## src/rtl/pc_ctrl_pkg.sv

```systemverilog
// Shared types for the fetch-stage next-PC sequencer.
package pc_ctrl_pkg;

  localparam int PC_W = 25;

  typedef enum logic {RUN, HALT} pc_state_t;

  // Encoding order is the redirect priority: a larger value is an older instruction.
  typedef enum logic [1:0] {SRC_NONE, SRC_ID, SRC_EX} redir_src_t;

  // A candidate redirect wins over a held one when it is at least as old.
  function automatic logic outranks(redir_src_t cand, logic held_valid, redir_src_t held);
    return (cand != SRC_NONE) && (!held_valid || (cand >= held));
  endfunction

endpackage

```

## src/rtl/sat_counter.sv

```systemverilog
// Saturating up-counter used for fetch performance statistics.
module sat_counter #(
  parameter int CNT_W = 16
) (
  input  logic             clk,
  input  logic             rst,
  input  logic             inc,
  output logic [CNT_W-1:0] q
);

  always_ff @(posedge clk) begin
    if (rst) begin
      q <= '0;
    end else if (inc && (q != '1)) begin
      q <= q + {{(CNT_W-1){1'b0}}, 1'b1};
    end
  end

endmodule

```

## src/rtl/pc_redirect_ctrl.sv

```systemverilog
// Next-PC sequencer: age-ordered redirect arbitration, stall merging,
// pending-redirect hold and HALT/RESUME control for the fetch stage.
module pc_redirect_ctrl
  import pc_ctrl_pkg::*;
#(
  parameter int PC_W  = pc_ctrl_pkg::PC_W,
  parameter int CNT_W = 16
) (
  input  logic             clk,
  input  logic             rst,
  input  logic             ex_br_valid,
  input  logic [PC_W-1:0]  ex_br_target,
  input  logic             id_jmp_valid,
  input  logic [PC_W-1:0]  id_jmp_target,
  input  logic             hz_stall,
  input  logic             mem_stall,
  input  logic             halt_req,
  input  logic             resume_req,
  input  logic [PC_W-1:0]  resume_target,
  output logic [PC_W-1:0]  npc,
  output logic             npc_enn,
  output logic             n_stall,
  output logic             flush_if,
  output logic             flush_id,
  output logic             halted,
  output logic [CNT_W-1:0] redirect_cnt,
  output logic [CNT_W-1:0] stall_cnt
);

  pc_state_t       state, state_nx;
  logic            pend_v_q, pend_v_nx;
  logic [PC_W-1:0] pend_t_q, pend_t_nx;
  redir_src_t      pend_s_q, pend_s_nx;

  redir_src_t      live_src, sel_src;
  logic [PC_W-1:0] live_tgt, sel_tgt;
  logic            stall_inc;

  always_comb begin
    live_src = SRC_NONE;
    live_tgt = '0;
    if (ex_br_valid) begin
      live_src = SRC_EX;
      live_tgt = ex_br_target;
    end else if (id_jmp_valid) begin
      live_src = SRC_ID;
      live_tgt = id_jmp_target;
    end
  end

  always_comb begin
    npc       = '0;
    npc_enn   = 1'b0;
    n_stall   = 1'b1;
    flush_if  = 1'b0;
    flush_id  = 1'b0;
    state_nx  = state;
    pend_v_nx = pend_v_q;
    pend_t_nx = pend_t_q;
    pend_s_nx = pend_s_q;
    sel_src   = SRC_NONE;
    sel_tgt   = '0;

    if (rst) begin
      state_nx  = RUN;
      pend_v_nx = 1'b0;
      pend_s_nx = SRC_NONE;
    end else begin
      unique case (state)
        HALT: begin
          n_stall = 1'b0;
          if (resume_req) begin
            npc      = resume_target;
            npc_enn  = 1'b1;
            n_stall  = 1'b1;
            flush_if = 1'b1;
            flush_id = 1'b1;
            state_nx = RUN;
          end
        end
        RUN: begin
          // EX redirect squashes the instruction causing the hazard, so it lifts hz_stall.
          n_stall = !(mem_stall | (hz_stall & !ex_br_valid));
          if (n_stall) begin
            if (outranks(live_src, pend_v_q, pend_s_q)) begin
              sel_src = live_src;
              sel_tgt = live_tgt;
            end else if (pend_v_q) begin
              sel_src = pend_s_q;
              sel_tgt = pend_t_q;
            end
            pend_v_nx = 1'b0;
            pend_s_nx = SRC_NONE;
            if (sel_src != SRC_NONE) begin
              npc      = sel_tgt;
              npc_enn  = 1'b1;
              flush_if = 1'b1;
              flush_id = (sel_src == SRC_EX);
            end
          end else if (outranks(live_src, pend_v_q, pend_s_q)) begin
            pend_v_nx = 1'b1;
            pend_t_nx = live_tgt;
            pend_s_nx = live_src;
          end
          if (halt_req) begin
            state_nx  = HALT;
            pend_v_nx = 1'b0;
            pend_s_nx = SRC_NONE;
          end
        end
        default: state_nx = RUN;
      endcase
    end
  end

  always_ff @(posedge clk) begin
    if (rst) begin
      state    <= RUN;
      pend_v_q <= 1'b0;
      pend_t_q <= '0;
      pend_s_q <= SRC_NONE;
    end else begin
      state    <= state_nx;
      pend_v_q <= pend_v_nx;
      pend_t_q <= pend_t_nx;
      pend_s_q <= pend_s_nx;
    end
  end

  assign halted    = !rst && (state == HALT);
  assign stall_inc = !rst && (state == RUN) && !n_stall;

  sat_counter #(.CNT_W(CNT_W)) u_redirect_cnt (
    .clk (clk),
    .rst (rst),
    .inc (npc_enn),
    .q   (redirect_cnt)
  );

  sat_counter #(.CNT_W(CNT_W)) u_stall_cnt (
    .clk (clk),
    .rst (rst),
    .inc (stall_inc),
    .q   (stall_cnt)
  );

endmodule

```

## config.mk

```make
export PLATFORM = sky130hd
export DESIGN_NAME = pc_redirect_ctrl
export DESIGN_NICKNAME = d
export VERILOG_FILES = /design/src/rtl/pc_ctrl_pkg.sv /design/src/rtl/sat_counter.sv /design/src/rtl/pc_redirect_ctrl.sv
export SDC_FILE = /design/constraint.sdc
export NUM_CORES = 1
export LEC_CHECK = 0
export CORE_UTILIZATION = 34
export DETAILED_ROUTE_END_ITERATION = 16
export GPL_TIMING_DRIVEN = 0
export SKIP_LAST_GASP = 1
export SLEW_MARGIN = 0
export SYNTH_ARGS = -nofsm -noshare
export SYNTH_HDL_FRONTEND = slang
export SYNTH_SLANG_ARGS = --single-unit
```

## constraint.sdc

```tcl
create_clock -name clk -period 3.75 [get_ports clk]
set_input_delay 0.5625 -clock clk [delete_from_list [all_inputs] [get_ports clk]]
set_output_delay 0.5625 -clock clk [all_outputs]
set_load 0.02 [all_outputs]
```

==> results of run 1 <==
## sequential cells by signal, indices dropped and copies added (netlist names)
register,cells
u_redirect_cnt.q,16
pend_s_q,2
pend_t_q,25
u_stall_cnt.q,16
pend_v_q,1
state,1
## cell families after synthesis
group / share of synthesized area
DFF: 0.3288
and+or+nand+nor: 0.2369
xor gates and xnor gates: 0.02123
buffers and inverters: 0.05155
AOI/OAI and AO/OA: 0.2527
muxes: 0.09535
adders and majority gates: 0.01348
## synth_stat cells (all sizes together), types with 8 or more instances
cell    number  share of area
buf         16          0.024
nand4        9          0.015
a21oi       13          0.019
nand2b       8          0.013
a22o        26          0.061
nor2        53          0.056
xnor2        9          0.021
o21ai       12          0.016
nand3       13          0.018
clkbuf      20          0.020
dfxtp       61           0.33
a22oi       24          0.049
a211oi      31          0.063
nor2b       10          0.017
nand2       43          0.043
mux2i       32          0.086
## what timing repair did
item,4_1_cts,5_1_grt
endpoints found under the setup margin,28,13
pin swaps,2,0
hold buffers,0,0
setup buffers,5,0
cloned,1,0
hold endpoints to repair,0,0
gates resized for setup,51,12
## power by group through the flow
stage	clock network (W)	logic (W)	registers, W
after floorplan	0	0.000189	0.000715
after detailed placement	0	0.000368	0.000714
final	0.000583	0.000379	0.000701
after global routing	0.000613	0.000411	0.000705
after global placement	0	0.000364	0.000713
after CTS	0.000590	0.000381	0.000700
## per-layer routing
metal / track usage / wire length, um
met1: 0.2774 / 5608
met2: 0.3641 / 5708
met3: 0.04414 / 824
met4: 0.06654 / 162
met5: 0 / 0
## worst max-delay path by stage
| stage | cells past startpoint | slack, ps | to |
|---|---|---|---|
| floorplan | 11 | 440 | npc[10] |
| global placement | 13 | -1160 | npc[16] |
| detailed placement | 13 | -1210 | npc[16] |
| CTS | 14 | 110 | npc[5] |
| global route | 14 | -20 | npc[8] |
| finish | 14 | 140 | npc[8] |
## cell usage in the layout (no fill, tap or decap), drive strengths merged, types with 2 or more instances in the layout
cell,count
a211oi,31
a21o,2
a21oi,13
a22o,26
a22oi,24
a32o,2
and3,5
and4,4
buf,22
clkbuf,36
clkdlybuf4s15,12
clkdlybuf4s50,113
dfxtp,61
dlygate4sd2,16
ha,4
inv,7
mux2,3
mux2i,32
nand2,43
nand2b,8
nand3,13
nand4,9
nor2,53
nor2b,10
nor3,4
nor4,6
nor4b,4
o21a,2
o21ai,12
o21bai,3
o31ai,2
or3,7
or4,2
xnor2,9
## layout make-up
type	count	area [um^2]
fillers	1032	4850
multi-input cells	344	2320
repair buffers	148	1475
flip-flops and latches	61	1221
plain buffers	36	203.9
clock buffers	15	196.4
well taps	136	170.2
inverters	7	26.28
## tightest hold or removal path, stage by stage, from the launching register on
cell	delay (ps)
dfxtp_1	310
nor2_1	100
a211oi_1	50
## through the flow
stage            util  setup slack [ps]  hold WS [ps]  area [um^2]
2_1_floorplan       -             442.7         478.4         3714
3_3_place_gp   0.5071             -1158         484.8         5305
3_5_place_dp   0.5071             -1209         491.9         5305
4_1_cts        0.5356             108.5         500.4         5604
5_1_grt        0.5365            -17.84         513.1         5613
6_report       0.5365             138.1         501.2         5613
==> flow_summary.json, run 1 <==
{
  "status": "completed",
  "whs_path_depth": 2,
  "syn_nets": 535,
  "finalSetupTns_ps": 0,
  "period_share": 0.9632,
  "layout.cells.non_filler": 747,
  "power_frac_clock": 0.351,
  "crit_chain": "dlygate4sd2_1, nor2b_2, clkbuf_8, clkbuf_8, inv_1, ha_1, nor2b_1, o21a_2, nor2_4, buf_12, buf_16, mux2i_1, a22o_1, dlygate4sd2_1",
  "viasPerCell": 5.348,
  "end_kind": "primary output",
  "place.gp.congestion": 0.8119,
  "cts_buffers": 9,
  "r2r_slack_ps": 1560,
  "start_util": 0.3549,
  "syn_avg_cell_area_um2": 8.289,
  "cts_root_buf": "clkbuf_8",
  "num_antenna_cells": 0,
  "pin_count": 145,
  "htreeDepth": 3,
  "chipHeight_um": 106.5,
  "core_mm2": 0.01046,
  "timing.rr.start": "pend_s_q[1]",
  "reg2reg_to": "pend_t_q[0]",
  "cts_tree": "yes",
  "synth_cells": 448,
  "p_int_w": 0.001201,
  "setup_violations": 0,
  "grt_max_degree": 11,
  "hp-start": "pend_t_q[20]",
  "first_global_vias": 3866,
  "fin_crit_ps": 3612,
  "ys.flop_type": "dfxtp_1",
  "crit_arrival_ps": 3050,
  "cp_top_family": "buffers and inverters",
  "antenna_found_initial": 0,
  "drive_gt1_frac": 0.08838,
  "drc": 0,
  "clk_pin_slew_ps": 60,
  "worstPathRequired_ps": 3190,
  "die_area_mm2": 0.01134,
  "routed_wl_um": 12310,
  "grt_pass1_wl_um": 19550,
  "synthToLayoutAreaGrowth_pct": 51.15,
  "placed_cells": 726,
  "maxSlewHeadroom": 0.4395,
  "vias": 3995,
  "rsz0062_at_grt": "true",
  "combPwrFrac": 0.228,
  "irDropWorstVdd_v": 0.0001724,
  "synthDistinctLibCells": 50,
  "start_kind": "input pin",
  "crit_fanout": 10,
  "ys_seq_area_frac": 0.3288,
  "finalNetCount": 694,
  "hold_path_class": "reg2reg",
  "p_per_area_mw_per_mm2": 296.1,
  "worstSetupStartpoint": "ex_br_valid",
  "wl_per_cell_um": 16.47,
  "p_seq_frac": 0.422,
  "cts_num_sinks": 61,
  "gr-total-overflow": 0,
  "synth-seq-cells": 61,
  "hold_violations": 0,
  "tightest_slew_ps": 833.8,
  "grt.total_usage": 0.2166,
  "drtPass1Iterations": 4,
  "slew_viol_final": 0,
  "ant_nets": 0,
  "drv_cap": 0,
  "fmax_mhz": 276.9,
  "hpwl_um": 9088,
  "netlist_area_mm2": 0.003714,
  "cp_slowest_stage_delay_ps": 330,
  "drt_iter0_drc": 156,
  "yosys_warnings": 0,
  "clockBufferDepth": 2,
  "synth_edf_count": 0,
  "io_buffer_count": 142,
  "std_cell_rows": 37,
  "crit_slowest_cell": "dlygate4sd2_1",
  "die_w_um": 106.5,
  "critPathKind": "in2out",
  "power_w": 0.001662,
  "synthArstFlopShare": 0,
  "insertion_delay_ps": 340,
  "clock_skew_ps": 6.236,
  "reg2reg_depth": 7,
  "whs_endpoint": "pend_t_q[20]",
  "switching_share": 0.2773,
  "path_buf_inv": 7,
  "switchingPower_w": 0.0004608,
  "leakage_nw": 2.139
}
Note: power is estimated with default switching activity, not from simulation.
==> run 2, diff against run 1 <==
- CORE_UTILIZATION: 34 -> 44
- PLACE_DENSITY: default -> 0.81
- SLEW_MARGIN: 0 -> default
==> flow_summary.json, run 2 (synthesis results as in run 1) <==
{
  "crit_arrival_ps": 3060,
  "ant_nets": 0,
  "whs_endpoint": "pend_t_q[22]",
  "clk_pin_slew_ps": 70,
  "regArea_mm2": 0.001221,
  "slew_viol_final": 0,
  "worstPathRequired_ps": 3190,
  "place.gp.congestion": 0.8037,
  "synthToLayoutAreaGrowth_pct": 49.46,
  "hpwl_um": 8497,
  "reg2reg_depth": 8,
  "core_mm2": 0.008175,
  "fill_cells": 681,
  "drive_gt1_frac": 0.09804,
  "dr_wl_met3_um": 886,
  "std_cell_rows": 33,
  "drv_cap": 0,
  "cts_root_buf": "clkbuf_8",
  "irDropWorstVdd_v": 0.0002207,
  "top_layer": "met4",
  "met1_length_um": 4952,
  "drc": 0,
  "wl_met2_um": 5474,
  "final_common_cell": "clkdlybuf4s50_1",
  "reg2reg_to": "pend_t_q[1]",
  "setup_ws_ps": 127.4,
  "routed_wl_um": 11590,
  "critPathKind": "in2out",
  "p_per_area_mw_per_mm2": 304.4,
  "leakage_nw": 2.152,
  "largest_reg_flops": 25,
  "grt.total_usage": 0.2604,
  "whs_path_depth": 2,
  "antenna_found_initial": 0,
  "place_ws_ps": -1288,
  "num_antenna_cells": 0,
  "drtPass1Iterations": 4,
  "cts_tree": "yes",
  "r2r_slack_ps": 1570,
  "hold_path_class": "reg2reg",
  "end_kind": "primary output",
  "insertion_delay_ps": 350,
  "start_kind": "input pin",
  "status": "completed",
  "clockBufferDepth": 2,
  "pin_count": 145,
  "viasPerCell": 5.665,
  "power_w": 0.001690,
  "die_w_um": 93.87,
  "vias": 4062,
  "hp-start": "pend_t_q[22]",
  "regMostFlops": "pend_t_q",
  "rsz0062_at_grt": "true",
  "timing.rr.start": "pend_s_q[1]",
  "final_cell_mix": "113 x clkdlybuf4s50_1, 61 x dfxtp_1, 52 x nor2_1, 43 x nand2_1, 31 x a211oi_1",
  "fmax_mhz": 276.0,
  "die_area_mm2": 0.008812,
  "period_share": 0.9660,
  "wl_per_cell_um": 16.16,
  "fin_crit_ps": 3623,
  "maxSlewHeadroom": 0.4662,
  "htreeDepth": 3,
  "gr-total-overflow": 0,
  "start_util": 0.4542,
  "first_global_vias": 3887,
  "cts_buffers": 9,
  "cts_num_sinks": 61,
  "largestRegisters": "pend_t_q: 25 flops, u_redirect_cnt.q: 16 flops, u_stall_cnt.q: 16 flops",
  "multi_input_area_mm2": 0.002321,
  "grt_pass1_wl_um": 18020,
  "crit_fanout": 10,
  "clock_skew_ps": 5.533,
  "io_buffer_count": 142,
  "setup_violations": 0,
  "tightest_slew_ps": 794.2,
  "grt_max_degree": 12,
  "drt_iter0_drc": 189,
  "finalNetCount": 694,
  "chipHeight_um": 93.87,
  "hold_violations": 0
}
run 2: cell types whose count changed in the layout (fill, tap and decap cells not counted), moves of 2 or more:
cell,before,now
clkdlybuf4s15_1,11,3
clkbuf_2,1,5
clkbuf_8,16,12
buf_4,7,9
clkinvlp_4,0,2
dlygate4sd2_1,16,20
run 2: metal layers:
metal,GRT usage,vias to the layer above
met3,0.06715,26
met1,0.3007,1897
met2,0.4550,151
met4,0.1051,0
li1,-,1988
met5,0,-
run 2: layout make-up:
| type | instances | share of cell area |
|---|---|---|
| timing repair buffer | 148 | 0.2599 |
| sequential | 61 | 0.2200 |
| multi-input combinational | 344 | 0.4182 |
| tap | 105 | 0.02367 |
| inverter | 7 | 0.004734 |
| clock inverter | 5 | 0.01060 |
| clock buffer | 11 | 0.02728 |
| buffer | 36 | 0.03562 |
run 2: worst max-delay path: stages:
cell and delay (ps):
dlygate4sd2_1 290, nor2b_1 120, buf_4 130, clkbuf_8 170, inv_1 50, ha_1 270, nor2b_1 70, o21a_2 240
nor2_4 230, bufbuf_16 310, mux2i_2 220, a22o_1 150, clkdlybuf4s15_2 250
run 2: report_power, final:
part	leakage, nW	total (W)	internal (W)	switching [W]
clock network	0.102	0.000616	0.000343	0.000273
registers	0.498	0.000701	0.000680	0.0000212
logic	1.55	0.000373	0.000191	0.000182
total	2.15	0.00169	0.00121	0.000476
run 2: metrics by stage:
step                      cells  cell area (um^2)  hold slack (ps)  setup TNS, ps  utilization
final                       717              5550            501.3              0       0.6789
after global placement      695              5266            480.5         -31270       0.6442
after floorplan             448              3714            478.4              0            -
after CTS                   715              5554            502.5              0       0.6794
after detailed placement    695              5266            490.6         -37380       0.6442
after global routing        717              5550            516.3         -48.96       0.6789
run 2: worst max-delay path by stage:
stage	slack (ps)	startpoint	end
floorplan	440	id_jmp_valid	npc[10]
global placement	-1230	id_jmp_valid	npc[13]
detailed placement	-1290	id_jmp_valid	npc[13]
CTS	3	id_jmp_valid	npc[15]
global route	-50	ex_br_valid	npc[21]
finish	130	ex_br_valid	npc[21]
run 2: timing repair:
action	in CTS	in global routing
pin swaps	2	1
setup endpoints to repair	28	26
buffers inserted	3	2
hold buffers	0	0
resized for setup	51	11
cloned	1	0
